==> src/rtl/sparc_pkg.sv <==
// rtl/sparc_pkg.sv - shared constants, widths and FSM state type for the fetch stage
package sparc_pkg;

  localparam int DEFAULT_DATA_WIDTH = 64;
  localparam int DEFAULT_INST_WIDTH = 32;
  localparam int STALL_CNT_WIDTH    = 32;

  // Word presented to decode whenever no fetched instruction is held
  localparam logic [31:0] NOP_INST = 32'h0100_0000;

  typedef enum logic [1:0] {
    FETCH = 2'd0,
    WAIT  = 2'd1,
    HOLD  = 2'd2
  } if_state_e;

endpackage

==> src/rtl/if_stall_counter.sv <==
// rtl/if_stall_counter.sv - saturating decode-stall cycle counter
// Instantiated by instruction_fetch only when IF_PERF_CNT_EN is defined.
module if_stall_counter
  import sparc_pkg::*;
#(
  parameter int CNT_WIDTH = STALL_CNT_WIDTH
) (
  input  logic                 clk,
  input  logic                 reset,
  input  logic                 en,
  output logic [CNT_WIDTH-1:0] cnt
);

  logic [CNT_WIDTH-1:0] cnt_q, cnt_d;

  always_comb begin
    cnt_d = cnt_q;
    if (en && (cnt_q != '1)) begin
      cnt_d = cnt_q + CNT_WIDTH'(1);
    end
  end

  always_ff @(posedge clk or negedge reset) begin
    if (!reset) begin
      cnt_q <= '0;
    end else begin
      cnt_q <= cnt_d;
    end
  end

  assign cnt = cnt_q;

endmodule

==> src/rtl/instruction_fetch.sv <==
// rtl/instruction_fetch.sv - single-outstanding instruction fetch with branch redirect
// Optional stall counter enabled by macro IF_PERF_CNT_EN.
module instruction_fetch
  import sparc_pkg::*;
#(
  parameter int                        BUS_DATA_WIDTH = DEFAULT_DATA_WIDTH,
  parameter int                        BUS_INST_WIDTH = DEFAULT_INST_WIDTH,
  parameter logic [BUS_DATA_WIDTH-1:0] RESET_PC       = '0
) (
  input  logic                       clk,
  input  logic                       reset,
  output logic                       im_req_valid,
  output logic [BUS_DATA_WIDTH-1:0]  im_req_addr,
  input  logic                       im_req_ready,
  input  logic                       im_resp_valid,
  input  logic [BUS_INST_WIDTH-1:0]  im_resp_data,
  output logic [BUS_INST_WIDTH-1:0]  inst,
  output logic [BUS_DATA_WIDTH-1:0]  IF_PCplus4_out,
  input  logic                       id_ready,
  input  logic                       br_taken,
  input  logic [BUS_DATA_WIDTH-1:0]  br_target,
  output logic [STALL_CNT_WIDTH-1:0] stall_cnt
);

  localparam logic [BUS_INST_WIDTH-1:0] NOP = BUS_INST_WIDTH'(NOP_INST);

  if_state_e                 state_q, state_d;
  logic [BUS_DATA_WIDTH-1:0] pc_q, pc_d;
  logic [BUS_DATA_WIDTH-1:0] pcp4_q, pcp4_d;
  logic [BUS_INST_WIDTH-1:0] ir_q, ir_d;
  logic                      squash_q, squash_d;
  logic                      live_q;
  logic [BUS_DATA_WIDTH-1:0] pc_plus4;

  assign pc_plus4 = pc_q + BUS_DATA_WIDTH'(4);

  // live_q keeps the request low until the first edge after reset release
  assign im_req_valid   = (state_q == FETCH) && live_q;
  assign im_req_addr    = pc_q;
  assign inst           = (state_q == HOLD) ? ir_q : NOP;
  assign IF_PCplus4_out = pcp4_q;

  always_comb begin
    state_d  = state_q;
    pc_d     = pc_q;
    pcp4_d   = pcp4_q;
    ir_d     = ir_q;
    squash_d = squash_q;
    unique case (state_q)
      FETCH: begin
        if (br_taken) begin
          pc_d = br_target;
        end else if (im_req_valid && im_req_ready) begin
          state_d = WAIT;
        end
      end
      WAIT: begin
        if (br_taken) begin
          // A response in the same cycle is the stale one; otherwise drop the next
          pc_d = br_target;
          if (im_resp_valid) begin
            state_d  = FETCH;
            squash_d = 1'b0;
          end else begin
            squash_d = 1'b1;
          end
        end else if (im_resp_valid) begin
          if (squash_q) begin
            state_d  = FETCH;
            squash_d = 1'b0;
          end else begin
            ir_d    = im_resp_data;
            pcp4_d  = pc_plus4;
            state_d = HOLD;
          end
        end
      end
      HOLD: begin
        if (br_taken) begin
          pc_d    = br_target;
          ir_d    = NOP;
          state_d = FETCH;
        end else if (id_ready) begin
          pc_d    = pc_plus4;
          ir_d    = NOP;
          state_d = FETCH;
        end
      end
      default: begin
        state_d = FETCH;
      end
    endcase
  end

  always_ff @(posedge clk or negedge reset) begin
    if (!reset) begin
      state_q  <= FETCH;
      pc_q     <= RESET_PC;
      pcp4_q   <= '0;
      ir_q     <= NOP;
      squash_q <= 1'b0;
      live_q   <= 1'b0;
    end else begin
      state_q  <= state_d;
      pc_q     <= pc_d;
      pcp4_q   <= pcp4_d;
      ir_q     <= ir_d;
      squash_q <= squash_d;
      live_q   <= 1'b1;
    end
  end

`ifdef IF_PERF_CNT_EN
  logic stall_en;

  assign stall_en = (state_q == HOLD) && !id_ready;

  if_stall_counter #(
    .CNT_WIDTH(STALL_CNT_WIDTH)
  ) u_stall_counter (
    .clk   (clk),
    .reset (reset),
    .en    (stall_en),
    .cnt   (stall_cnt)
  );
`else
  assign stall_cnt = '0;
`endif

endmodule

==> config.mk <==
export PLATFORM = sky130hd
export DESIGN_NAME = instruction_fetch
export DESIGN_NICKNAME = d
export VERILOG_FILES = /design/src/rtl/sparc_pkg.sv /design/src/rtl/if_stall_counter.sv /design/src/rtl/instruction_fetch.sv
export SDC_FILE = /design/constraint.sdc
export NUM_CORES = 1
export LEC_CHECK = 0
export BUFFER_PORTS_ARGS = -buffer_cell sky130_fd_sc_hd__buf_4
export CAP_MARGIN = 20
export CORE_MARGIN = 4
export CORE_UTILIZATION = 45
export CTS_CLUSTER_SIZE = 12
export DETAILED_ROUTE_END_ITERATION = 6
export GPL_TIMING_DRIVEN = 0
export PLACE_DENSITY = 0.83
export SLEW_MARGIN = 10
export SYNTH_ARGS = -nofsm -noshare
export SYNTH_HDL_FRONTEND = slang
export SYNTH_SLANG_ARGS = --single-unit
==> constraint.sdc <==
create_clock -name clk -period 3.5 [get_ports clk]
set_clock_uncertainty 0.1 [all_clocks]
set_input_delay 0.35 -clock clk [delete_from_list [all_inputs] [get_ports clk]]
set_output_delay 0.35 -clock clk [all_outputs]
set_load 0.01 [all_outputs]
=== Yosys cells after proc, flatten, opt, wreduce, memory -nomap -nowiden ===
Index checks and enable logic that the tools add are counted.
Widths: inputs -> output; s select.

* Input bits: 102
* Word-level logic and storage cells: 53
* RAM bits: 0
* Bits in latches: 0
* Register bits after elaboration: 164
* Memories kept: 0
* Output and inout bits: 193
* ROM bits: 0

* Bitwise operators: 2
* $mul: 0
* Add/subtract/negate cells: 1
* Div/mod/pow operators: 0
* Reduce and logical (&&, ||, !) cells: 12
* Muxes and demuxes: 23
* Equal/unequal tests: 9
* Shift operators: 0
* $lt $le $gt $ge: 0

{| class="wikitable"
|+ Operators with widths
! kind !! count
|-
| $mux 32 || 6
|-
| $mux 64 || 3
|-
| $pmux 64 s2 || 1
|-
| $add 64x3->64 const B || 1
|-
| $pmux 32 s2 || 1
|-
| $mux 2 || 8
|-
| $ne 2x2->1 const B || 4
|-
| $reduce_and 4->1 || 2
|-
| $pmux 2 s3 || 1
|-
| $reduce_bool 2->1 || 3
|-
| $reduce_and 5->1 || 1
|-
| $ne 2x1->1 const B || 2
|-
| $mux 1 || 3
|-
| $ne 3x3->1 const B || 1
|-
| $reduce_and 3->1 || 1
|-
| $eq 2x1->1 const B || 1
|-
| $eq 2x2->1 const B || 1
|-
| $logic_and 1x1->1 || 2
|-
| $logic_not 2->1 || 1
|-
| $not 1->1 || 2
|-
| $reduce_and 2->1 || 1
|-
| $reduce_or 2->1 || 1
|}

=== Depth between registers and ports, before layout ===
Gate-level depths: netlist (run 1).

* Depth after elaboration: 6
* Gate-level depth with buffers: 9
* Gate-level depth less buffers: 6

=== Worst setup path after synthesis (run 1) ===
OpenSTA, ideal clock, no wires.

* Path type: reg-to-reg
* Start: reg pc_q[2] (netlist: im_req_addr[2])
* End: reg pcp4_q[52] (netlist: IF_PCplus4_out[52])
* Clock period less this slack: 2.521 ns
* Cell stages (with the launch flop): 8
* Arrival: 2.339 ns
* Slack: 0.979 ns
* Data required time: 3.318 ns
* Path through: dfrtp_1 > ha_1 > nand4_1 > or4_1 > or3_1 > clkbuf_1 > or3_1 > a31oi_1

* Word-level cells in the longest chain between the ends: 1

{| class="wikitable"
|+ RTL lines
! element !! RTL line !! source
|-
| start: declaration || instruction_fetch.sv:28 || <nowiki>logic [BUS_DATA_WIDTH-1:0] pc_q, pc_d;</nowiki>
|-
| start signal: assignment || instruction_fetch.sv:105 || <nowiki>pc_q <= pc_d;</nowiki>
|-
| $add 64x3->64 || instruction_fetch.sv:35 || <nowiki>assign pc_plus4 = pc_q + BUS_DATA_WIDTH'(4);</nowiki>
|-
| end signal: assignment || instruction_fetch.sv:106 || <nowiki>pcp4_q <= pcp4_d;</nowiki>
|-
| end: declaration || instruction_fetch.sv:29 || <nowiki>logic [BUS_DATA_WIDTH-1:0] pcp4_q, pcp4_d;</nowiki>
|}

No other way between the ends.
A chain may end at the register's enable or synchronous reset.

=== Worst setup path in the final report (run 1) ===
* Start: reg state_q[1]
* End: reg pc_q[47] (netlist: im_req_addr[47])

* Word-level cells in the longest chain between the ends: 4
* Elaborated cells between the ends (all ways): 9
* Classes of those cells: eq/ne (4); mux (1); reduce/logical (4)

{| class="wikitable"
|+ RTL lines
! element !! RTL line !! source
|-
| start: declaration || instruction_fetch.sv:27 || <nowiki>if_state_e state_q, state_d;</nowiki>
|-
| start signal: assignment || instruction_fetch.sv:104 || <nowiki>state_q <= state_d;</nowiki>
|-
| $eq 2x1->1 or $logic_not 2->1 (tied branches) || instruction_fetch.sv:49 || <nowiki>unique case (state_q)</nowiki>
|-
| $reduce_or 2->1 (no line) || n/a ||
|-
| $ne 2x1->1 (no line) or $reduce_bool 2->1 (tied branches) || n/a ||
|-
| $reduce_and 3->1 (no line) || n/a ||
|}

Several ways; a longest one is shown, not always the timed one.

==> results of run 1 <==
timing repair:
item | CTS | global route
setup buffers | 0 | 0
hold buffers | 1 | 0
resized for setup | 0 | 0
hold endpoints to repair | 66 | 0
cell usage after synthesis, drive strengths merged, types with 19 or more instances:
library cell  number
o21ai             77
buf               48
xnor2             22
xor2              23
nand4             28
a21oi             42
or3               21
dfrtp            163
nor3              25
o22ai             21
nand3             96
and2              36
nor2              51
a2bb2oi           19
nand2            206
clkbuf            74
per-stage QoR:
step	hold slack (ns)	area, um^2	std cells	setup slack [ns]	util, %
final	0.0156	12300	1699	0.224	60.8
after global routing	0.00818	12300	1699	0.132	60.8
after CTS	0.0107	12300	1698	0.376	60.7
after detailed placement	0.237	11700	1665	0.409	57.9
after global placement	0.340	11700	1664	0.471	57.7
after floorplan	-0.0456	9380	1133	0.979	-
cell type report:
type / instances / area share [%]
plain buffers: 122 / 4.92
clock buffers: 17 / 3.46
clock inverters: 15 / 1.18
inverters: 5 / 0.153
multi-input cells: 842 / 37.8
flip-flops and latches: 164 / 33.4
well taps: 270 / 2.75
repair buffers: 264 / 16.3
report_power, final:
group | switching [mW] | internal, mW | total [mW]
registers | 0.401 | 2.44 | 2.85
logic | 1.04 | 0.965 | 2.00
clock network | 0.882 | 1.00 | 1.88
total | 2.32 | 4.41 | 6.73
worst max-delay path, delay by kind of cell (launching register included):
kind,cells,cell delay (ns)
AOI/OAI and AO/OA,2,0.81
buffers and inverters,3,1.60
DFF,1,0.33
and+or+nand+nor,2,0.36
worst min path at each step:
stage | startpoint | end | slack, ns
after detailed placement | reset | IF_PCplus4_out[17] | 0.24
after global placement | ir_q[6] | ir_q[6] | 0.34
after global routing | im_resp_valid | squash_q | 0.008
final | im_resp_valid | squash_q | 0.02
after CTS | im_resp_valid | squash_q | 0.01
after floorplan | reset | IF_PCplus4_out[0] | -0.05
registers in the layout (all words and copies together), names as in the netlist:
register / cells
IF_PCplus4_out: 64
im_req_addr: 64
ir_q: 32
live_q: 1
squash_q: 1
state_q: 2
cell families after synthesis:
logic type,synth area share [%]
simple gates,27.9
flops,44.3
fa+ha+maj,0.135
compound gates,16.0
xor+xnor,4.25
mux,0.567
buf+inv,6.74
other cells,0.0811
layer usage:
metal,routed length (um),global-route usage (%),vias to the layer above
li1,-,-,4471
met1,13100,38.6,4647
met2,15900,46.7,628
met3,3840,6.04,86
met4,1320,12.5,0
met5,0,0,-
==> key figures, run 1 <==
Synthesis
  • Share of flip-flops with an asynchronous set or reset: 100%
  • Mapped Avg Cell Area: 8.41 um^2
  • Sequential fraction of the synthesis area: 44.3%
  • Yosys warns: 0
  • Dominant cells by area after synthesis: dfrtp_1 44%, nand2_1 8.3%, nand3_1 5.1%
  • Yosys reg bits: 164
  • Synth top area share: 44.0%
  • Synth Instances: 1102
  • Mapped Area: 9260 um^2
  • Post-synth EDFFs: 0
  • Ys flop type: dfrtp_1
  • Synth area leader: dfrtp_1
  • Yosys cell types: 54

Setup path
  • Critical Path RT: 3.76 ns
  • Critical R2R Launch: state_q[1]
  • CP Max Fanout: 10
  • CP Capture Point: im_req_addr[47]
  • CP max stage cell: clkbuf_1
  • Max incr delay on CP: 0.70 ns
  • Crit path capture type: flop
  • CP Class: flop to flop
  • Worst-path cell chain: clkbuf_1 > a21oi_1 > a21oi_1 > clkbuf_1 > clkbuf_1 > nand3_1 > nand3_1
  • Crit path launch type: flop
  • Reg2reg setup slack: 0.22 ns
  • Most numerous cell on the critical path: clkbuf_1
  • Critical path data arrival time: 3.54 ns
  • R2R cell count: 7
  • Crit. Startpoint: state_q[1]
  • Worst r2r dst: im_req_addr[47]

Timing
  • Relative slew slack: 33.4%
  • Setup_tns: 0 ns
  • Fmax: 305 MHz
  • Final Hold Viols: 0
  • RSZ-0062 raised after global routing: no
  • # setup viols final: 0
  • Final period utilization: 93.6%
  • Slew Limit Fails: 0
  • Fin crit period: 3.28 ns
  • Worst Tran Pin Value: 0.989 ns

Clock tree
  • CTS root buf: clkbuf_16
  • CTS tree: yes
  • Worst-skew pair later-pin latency: 0.44 ns
  • Htree depth: 4
  • TritonCTS buffer count: 17
  • Clock sinks: 164
  • Worst-path clk slew: 0.07 ns
  • Longest Clk Path Bufs: 2

Cells and area
  • Nets@finish: 1519
  • # diodes: 0
  • Most frequent cells in the layout: 295 x buf_4, 206 x nand2_1, 163 x dfrtp_1, 95 x nand3_1
  • Area of the multi-input gates: 4650 um^2
  • Area growth, synth to finish: 32.8%
  • Share of post-route cells with drive strength above 1: 24.6%
  • Fillers: 1782
  • Commonest non-fill, non-tap cell in the layout: buf_4
  • Reg area: 4110 um^2

GRT
  • Initial antenna violation count: 0
  • Largest net degree at the start of global routing: 99
  • First-pass GRT wire length: 51600 um
  • Vias in the first global route: 9396
  • Congestion Overflow GR: 0
  • Total GRT Usage: 29.2%

Routing
  • 1st-iter DRT viols: 855
  • Wire length per cell: 20.1 um
  • Residual DRC: 0
  • DR vias: 9832
  • TritonRoute pass-1 iters: 5
  • Vias per cell: 5.79
  • Final wirelength: 34200 um
  • Routed Antenna Nets: 0

Die
  • Chip width: 151 um
  • Core area: 20200 um^2
  • Initial core utilization: 45.8%
  • FP Rows: 52
  • DIE AREA: 22900 um^2
  • Die Height: 151 um
  • Top Ports: 295

Worst hold path
  • Worst hold path depth: 2
  • Worst min path class: primary input to flop

Place
  • Port Buf Inserts: 261
  • Dpl hpwl: 25500 um
  • Gpl congestion: 0.991

Power and ir drop
  • Peak supply drop: 0.354 mV
  • Leakage: 5.73 nW
  • Total power: 6.73 mW
  • Cell area power density: 547 nW/um^2

Outcome
  • Run status: finished, final reports clean

Run
  • Max_cap viols: 0
Power figures use the tool's default switching activity.
==> inputs of run 2 (changes only) <==
==> constraint.sdc (replaced) <==
create_clock -name clk -period 3.5 [get_ports clk]
set_clock_uncertainty 0.1 [all_clocks]
set_input_delay 0.175 -clock clk [delete_from_list [all_inputs] [get_ports clk]]
set_output_delay 0.175 -clock clk [all_outputs]
set_load 0.01 [all_outputs]
==> run 2 against run 1 <==
Effect of this change:
- the run now ends with design-rule violations left
- final cell count increased by 5.2%
- final area increased by 7.2%
- utilization is 4.4 points higher
- count of clock-buffer cells in the layout unchanged
- worst setup slack improved by 0.063 ns
- wire length increased by 5.4%
- sequential share of layout area down 2.3 points
- global-route usage increased by 1.7 points
- largest power group unchanged
- highest routed layer unchanged
==> key figures, run 2 (synthesized netlist as in run 1, its figures left out) <==
Outcome
  • Run status: finished, violations left
  • Failing checks: design-rule violations

GRT
  • Initial antenna violation count: 0 (unchanged)
  • First-pass GRT wire length: 54700 um (+6.1%)
  • Vias in the first global route: 9955 (+5.9%)
  • Congestion Overflow GR: 0 (unchanged)
  • Total GRT Usage: 30.9% (+1.7 points)
  • Largest net degree at the start of global routing: 99 (unchanged)

Setup path
  • Crit path launch type: flop
  • Critical path data arrival time: 3.48 ns (-0.06 ns)
  • Worst-path cell chain: clkbuf_1 > a21oi_1 > a21oi_1 > clkbuf_1 > clkbuf_1 > nand3_1 > nand3_1
  • Max incr delay on CP: 0.69 ns (about the same)
  • R2R cell count: 7 (unchanged)
  • Crit path capture type: flop
  • Reg2reg setup slack: 0.29 ns (+0.06 ns)
  • CP Max Fanout: 10 (unchanged)
  • Critical R2R Launch: state_q[1]
  • Critical Path RT: 3.77 ns (about the same)
  • CP max stage cell: clkbuf_1
  • Most numerous cell on the critical path: clkbuf_1
  • CP Class: flop to flop
  • Worst r2r dst: im_req_addr[47]

Timing
  • Final period utilization: 91.8% (-1.8 points)
  • Worst Tran Pin Value: 0.982 ns (-0.00725 ns)
  • Fmax: 311 MHz (+2.0%)
  • Setup_tns: 0 ns (unchanged)
  • Relative slew slack: 33.9% (+0.49 points)
  • Final Hold Viols: 0 (unchanged)
  • # setup viols final: 0 (unchanged)
  • Hold slack: 0.00232 ns (-0.0132 ns)
  • Slew Limit Fails: 0 (unchanged)
  • Worst setup margin: 0.286 ns (+0.0629 ns)
  • RSZ-0062 raised after global routing: no
  • Fin crit period: 3.21 ns (-0.0629 ns)

Die
  • Initial core utilization: 45.8% (unchanged)
  • Core area: 20200 um^2 (unchanged)
  • DIE AREA: 22900 um^2 (unchanged)
  • Die Height: 151 um (unchanged)
  • Top Ports: 295 (unchanged)
  • Chip width: 151 um (unchanged)
  • FP Rows: 52 (unchanged)

Clock tree
  • Longest Clk Path Bufs: 2 (unchanged)
  • TritonCTS buffer count: 17 (unchanged)
  • Clock sinks: 164 (unchanged)
  • Htree depth: 4 (unchanged)
  • Worst-skew pair later-pin latency: 0.44 ns (about the same)
  • Post-CTS Resized: 0 (unchanged)
  • Post-CTS Repair Setup Buffers: 0 (unchanged)
  • CTS tree: yes
  • CTS root buf: clkbuf_16
  • Worst-path clk slew: 0.07 ns (about the same)

Cells and area
  • Area growth, synth to finish: 42.4%
  • Commonest non-fill, non-tap cell in the layout: buf_4
  • # diodes: 0 (unchanged)
  • Nets@finish: 1608 (+5.9%)
  • Share of post-route cells with drive strength above 1: 23.1% (-1.4 points)
  • Most frequent cells in the layout: 295 x buf_4, 206 x nand2_1, 163 x dfrtp_1, 95 x nand3_1, 90 x dlygate4sd3_1
  • Fillers: 1640 (-8.0%)

Place
  • Pre-CTS WS: 0.409 ns (unchanged)
  • Port Buf Inserts: 261 (unchanged)
  • Gpl congestion: 0.991 (unchanged)
  • Dpl hpwl: 25500 um (unchanged)

Power and ir drop
  • Cell area power density: 519 nW/um^2 (-5.1%)
  • Peak supply drop: 0.350 mV (-1.2%)
  • Leakage: 6.10 nW (+6.5%)

Routing
  • Wire length per cell: 20.1 um (+0.12%)
  • 1st-iter DRT viols: 1006 (+18%)
  • Residual DRC: 2 (+2)
  • Routed Antenna Nets: 0 (unchanged)
  • DR vias: 10300 (+5.0%)
  • Vias per cell: 5.77 (-0.25%)
  • Final wirelength: 36000 um (+5.4%)
  • TritonRoute pass-1 iters: 7 (+2)

Run
  • Max_cap viols: 0 (unchanged)

Worst hold path
  • Worst min path class: primary input to flop
  • Hold Path Origin: br_target[36]
  • Worst hold path depth: 4 (+2)
  • Hold endpoint: im_req_addr[36]
## run 2: routing by layer
| layer | GRT usage [%] | up-vias | wire [um] |
|---|---|---|---|
| met5 | 0 | - | 0 |
| met4 | 13.3 | 0 | 1590 |
| met3 | 6.96 | 111 | 4150 |
| met2 | 49.6 | 678 | 16700 |
| met1 | 40.2 | 4888 | 13600 |
| li1 | - | 4644 | - |
## run 2: cell type report
cell class                 instances  area (um^2)  share of cell area, %
tap                              270          338                   2.56
inverter                           5         18.8                  0.142
sequential                       164         4110                   31.1
clock inverter                    15          145                   1.10
buffer                           122          606                   4.59
multi-input combinational        842         4650                   35.3
clock buffer                      17          425                   3.23
timing repair buffer             353         2900                   22.0
## run 2: stage by stage
stage	cells	total power [mW]	area [um^2]	util [%]
6_report	1788	6.85	13200	65.2
5_1_grt	1788	7.20	13200	65.2
4_1_cts	1787	6.83	13200	65.1
3_5_place_dp	1665	4.88	11700	57.9
3_3_place_gp	1664	4.80	11700	57.7
2_1_floorplan	1133	3.72	9380	-
## run 2: where the power goes
part / internal (mW) / total, mW / switching [mW]
sequential: 2.44 / 2.86 / 0.412
combinational: 1.03 / 2.11 / 1.08
clock: 1.00 / 1.89 / 0.886
## run 2: critical path: cells and delay by family, from the launching register on
| kind | cells | cell delay, ns |
|---|---|---|
| AO/OA/AOI/OAI | 2 | 0.81 |
| buffers and inverters | 3 | 1.57 |
| flip-flops | 1 | 0.32 |
| AND/OR/NAND/NOR | 2 | 0.33 |
## run 2: how the worst max path moves through the flow
stage	startpoint	end	slack, ns	cells after the start
after global routing	state_q[1]	im_req_addr[47]	0.13	7
after CTS	state_q[1]	im_req_addr[47]	0.38	7
after detailed placement	state_q[1]	im_req_addr[4]	0.41	6
after floorplan	im_req_addr[2]	IF_PCplus4_out[52]	0.98	7
final	state_q[1]	im_req_addr[47]	0.29	7
after global placement	state_q[1]	IF_PCplus4_out[57]	0.47	6
## run 2: repair_timing
| action | in CTS | in global routing |
|---|---|---|
| setup endpoints to repair | 0 | 0 |
| hold buffers | 90 | 0 |
| endpoints found under the hold margin | 155 | 0 |
==> inputs of run 3 (changes only) <==
==> constraint.sdc (replaced) <==
create_clock -name clk -period 3.5 [get_ports clk]
set_clock_uncertainty 0.1 [all_clocks]
set_input_delay 0.7 -clock clk [delete_from_list [all_inputs] [get_ports clk]]
set_output_delay 0.7 -clock clk [all_outputs]
set_load 0.01 [all_outputs]
==> run 3 against run 2 <==
Effect of this change:
- sequential cell count stayed put
- hold slack better by 0.093 ns
- the run still ends with design-rule violations left
- largest cell class unchanged
- wire length is 5.2% lower
- utilization is 4.5 points lower
- die area stayed put
- critical path type unchanged
- final cell count is 5.0% lower
- via count is 5.3% lower
- combinational power is 5% lower
- power is 1.8% lower
- sequential share of layout area is 2.3 points higher
- count of clock-buffer cells in the layout stayed put
- largest power group unchanged
- worst setup slack worse by 0.028 ns
==> key figures, run 3 (synthesized netlist as in run 1, its figures left out) <==
Cells and area
  • Final core utilization: 60.7% (-4.5 points)
  • Fillers: 1783 (+8.7%)
  • Area growth, synth to finish: 32.6%
  • Most frequent cells in the layout: 295 x buf_4, 206 x nand2_1, 163 x dfrtp_1, 95 x nand3_1
  • Layout Cells excl Fill: 1698 (-5.0%)
  • Nets@finish: 1518 (-5.6%)
  • # diodes: 0 (unchanged)
  • Commonest non-fill, non-tap cell in the layout: buf_4
  • Share of post-route cells with drive strength above 1: 24.6% (+1.5 points)

Setup path
  • Worst r2r dst: im_req_addr[47]
  • R2R cell count: 7 (unchanged)
  • Worst-path cell chain: clkbuf_1 > a21oi_1 > a21oi_1 > clkbuf_1 > clkbuf_1 > nand3_1 > nand3_1
  • CP Class: flop to flop
  • CP top delay family: buffers and inverters
  • Critical path data arrival time: 3.51 ns (+0.03 ns)
  • CP max stage cell: clkbuf_1
  • Crit path buf inv count: 3 (unchanged)
  • Max incr delay on CP: 0.70 ns (about the same)
  • CP Max Fanout: 10 (unchanged)
  • Critical R2R Launch: state_q[1]
  • Crit. Startpoint: state_q[1]
  • Reg2reg setup slack: 0.26 ns (-0.03 ns)
  • Crit path capture type: flop
  • Most numerous cell on the critical path: clkbuf_1
  • Critical Path RT: 3.77 ns (about the same)
  • Crit path launch type: flop

Routing
  • Residual DRC: 2 (unchanged)
  • 1st-iter DRT viols: 829 (-18%)
  • DR vias: 9774 (-5.3%)
  • Final wirelength: 34100 um (-5.2%)
  • Vias per cell: 5.76 (-0.28%)
  • Routed Antenna Nets: 0 (unchanged)
  • Wire length per cell: 20.1 um (-0.14%)
  • TritonRoute pass-1 iters: 7 (unchanged)

Place
  • Cells after DPL: 1665 (unchanged)
  • Gpl congestion: 0.991 (unchanged)
  • Port Buf Inserts: 261 (unchanged)
  • Dpl hpwl: 25500 um (unchanged)

Outcome
  • Failing checks: design-rule violations
  • Run status: finished, violations left

Timing
  • Fmax: 308 MHz (-0.86%)
  • Worst Tran Pin Value: 0.999 ns (+0.0165 ns)
  • RSZ-0062 raised after global routing: no
  • Hold slack: 0.0953 ns (+0.0930 ns)
  • Relative slew slack: 32.8% (-1.1 points)
  • # setup viols final: 0 (unchanged)
  • Fin crit period: 3.24 ns (+0.0280 ns)
  • Setup_tns: 0 ns (unchanged)
  • Slew Limit Fails: 0 (unchanged)
  • Final period utilization: 92.6% (+0.80 points)
  • Final Hold Viols: 0 (unchanged)

Die
  • Die Height: 151 um (unchanged)
  • FP Rows: 52 (unchanged)
  • Chip width: 151 um (unchanged)
  • Top Ports: 295 (unchanged)
  • DIE AREA: 22900 um^2 (unchanged)
  • Core area: 20200 um^2 (unchanged)
  • Initial core utilization: 45.8% (unchanged)

Power and ir drop
  • Cell area power density: 548 nW/um^2 (+5.4%)
  • Leakage: 5.73 nW (-6.2%)
  • Peak supply drop: 0.354 mV (+1.3%)

Clock tree
  • Post-CTS Repair Setup Buffers: 0 (unchanged)
  • Htree depth: 4 (unchanged)
  • CTS root buf: clkbuf_16
  • Worst-skew pair later-pin latency: 0.44 ns (about the same)
  • TritonCTS buffer count: 17 (unchanged)
  • Hold-fix buffers at CTS: 0 (-100%)
  • Worst-path clk slew: 0.07 ns (about the same)
  • Longest Clk Path Bufs: 2 (unchanged)
  • CTS tree: yes
  • Post-CTS Resized: 0 (unchanged)
  • Clock sinks: 164 (unchanged)

GRT
  • Vias in the first global route: 9392 (-5.7%)
  • Initial antenna violation count: 0 (unchanged)
  • Total GRT Usage: 29.2% (-1.7 points)
  • Congestion Overflow GR: 0 (unchanged)
  • Largest net degree at the start of global routing: 99 (unchanged)
  • First-pass GRT wire length: 51600 um (-5.8%)

Run
  • Max_cap viols: 0 (unchanged)

Worst hold path
  • Worst min path class: primary input to asynchronous set/reset pin
-- run 3: cell types whose count changed in the layout (fill, tap and decap cells not counted) --
cell           delta
dlygate4sd3_1    -90
-- run 3: report_power, final --
group          internal [mW]  leakage (nW)  total, mW  switching, mW
registers               2.44          2.02       2.85          0.402
clock network           1.00         0.277       1.88          0.882
logic                  0.964          3.43       2.00           1.04
total                   4.41          5.73       6.73           2.32
-- run 3: layout make-up --
cell class              instances  area, um^2  share of cell area (%)
inverters                       5        18.8                   0.153
clock inverters                15         145                    1.18
well taps                     270         338                    2.75
clock buffers                  17         425                    3.46
multi-input cells             842        4650                    37.8
repair buffers                263        2000                    16.3
plain buffers                 122         606                    4.93
flip-flops and latches        164        4110                    33.4
-- run 3: through the flow --
| stage | cell area (um^2) | setup slack [ns] | power [mW] |
|---|---|---|---|
| after floorplan | 9380 | 0.979 | 3.72 |
| after global placement | 11700 | 0.131 | 4.80 |
| after detailed placement | 11700 | 0.0963 | 4.88 |
| after CTS | 12300 | 0.376 | 6.74 |
| after global routing | 12300 | 0.132 | 7.09 |
| final | 12300 | 0.258 | 6.73 |
-- run 3: per-layer routing --
metal	GRT usage [%]	vias to the layer above	wire length, um
met5	0	-	0
met4	12.5	0	1330
met3	6.04	89	3630
met2	46.7	572	15900
met1	38.6	4650	13300
li1	-	4463	-
-- run 3: how the worst max path moves through the flow --
stage	end	slack [ns]	cells past startpoint
6_report	im_req_addr[47]	0.26	7
5_1_grt	im_req_addr[47]	0.13	7
4_1_cts	im_req_addr[47]	0.38	7
3_5_place_dp	im_req_addr[4]	0.1	6
3_3_place_gp	im_req_addr[4]	0.13	6
2_1_floorplan	IF_PCplus4_out[52]	0.98	7
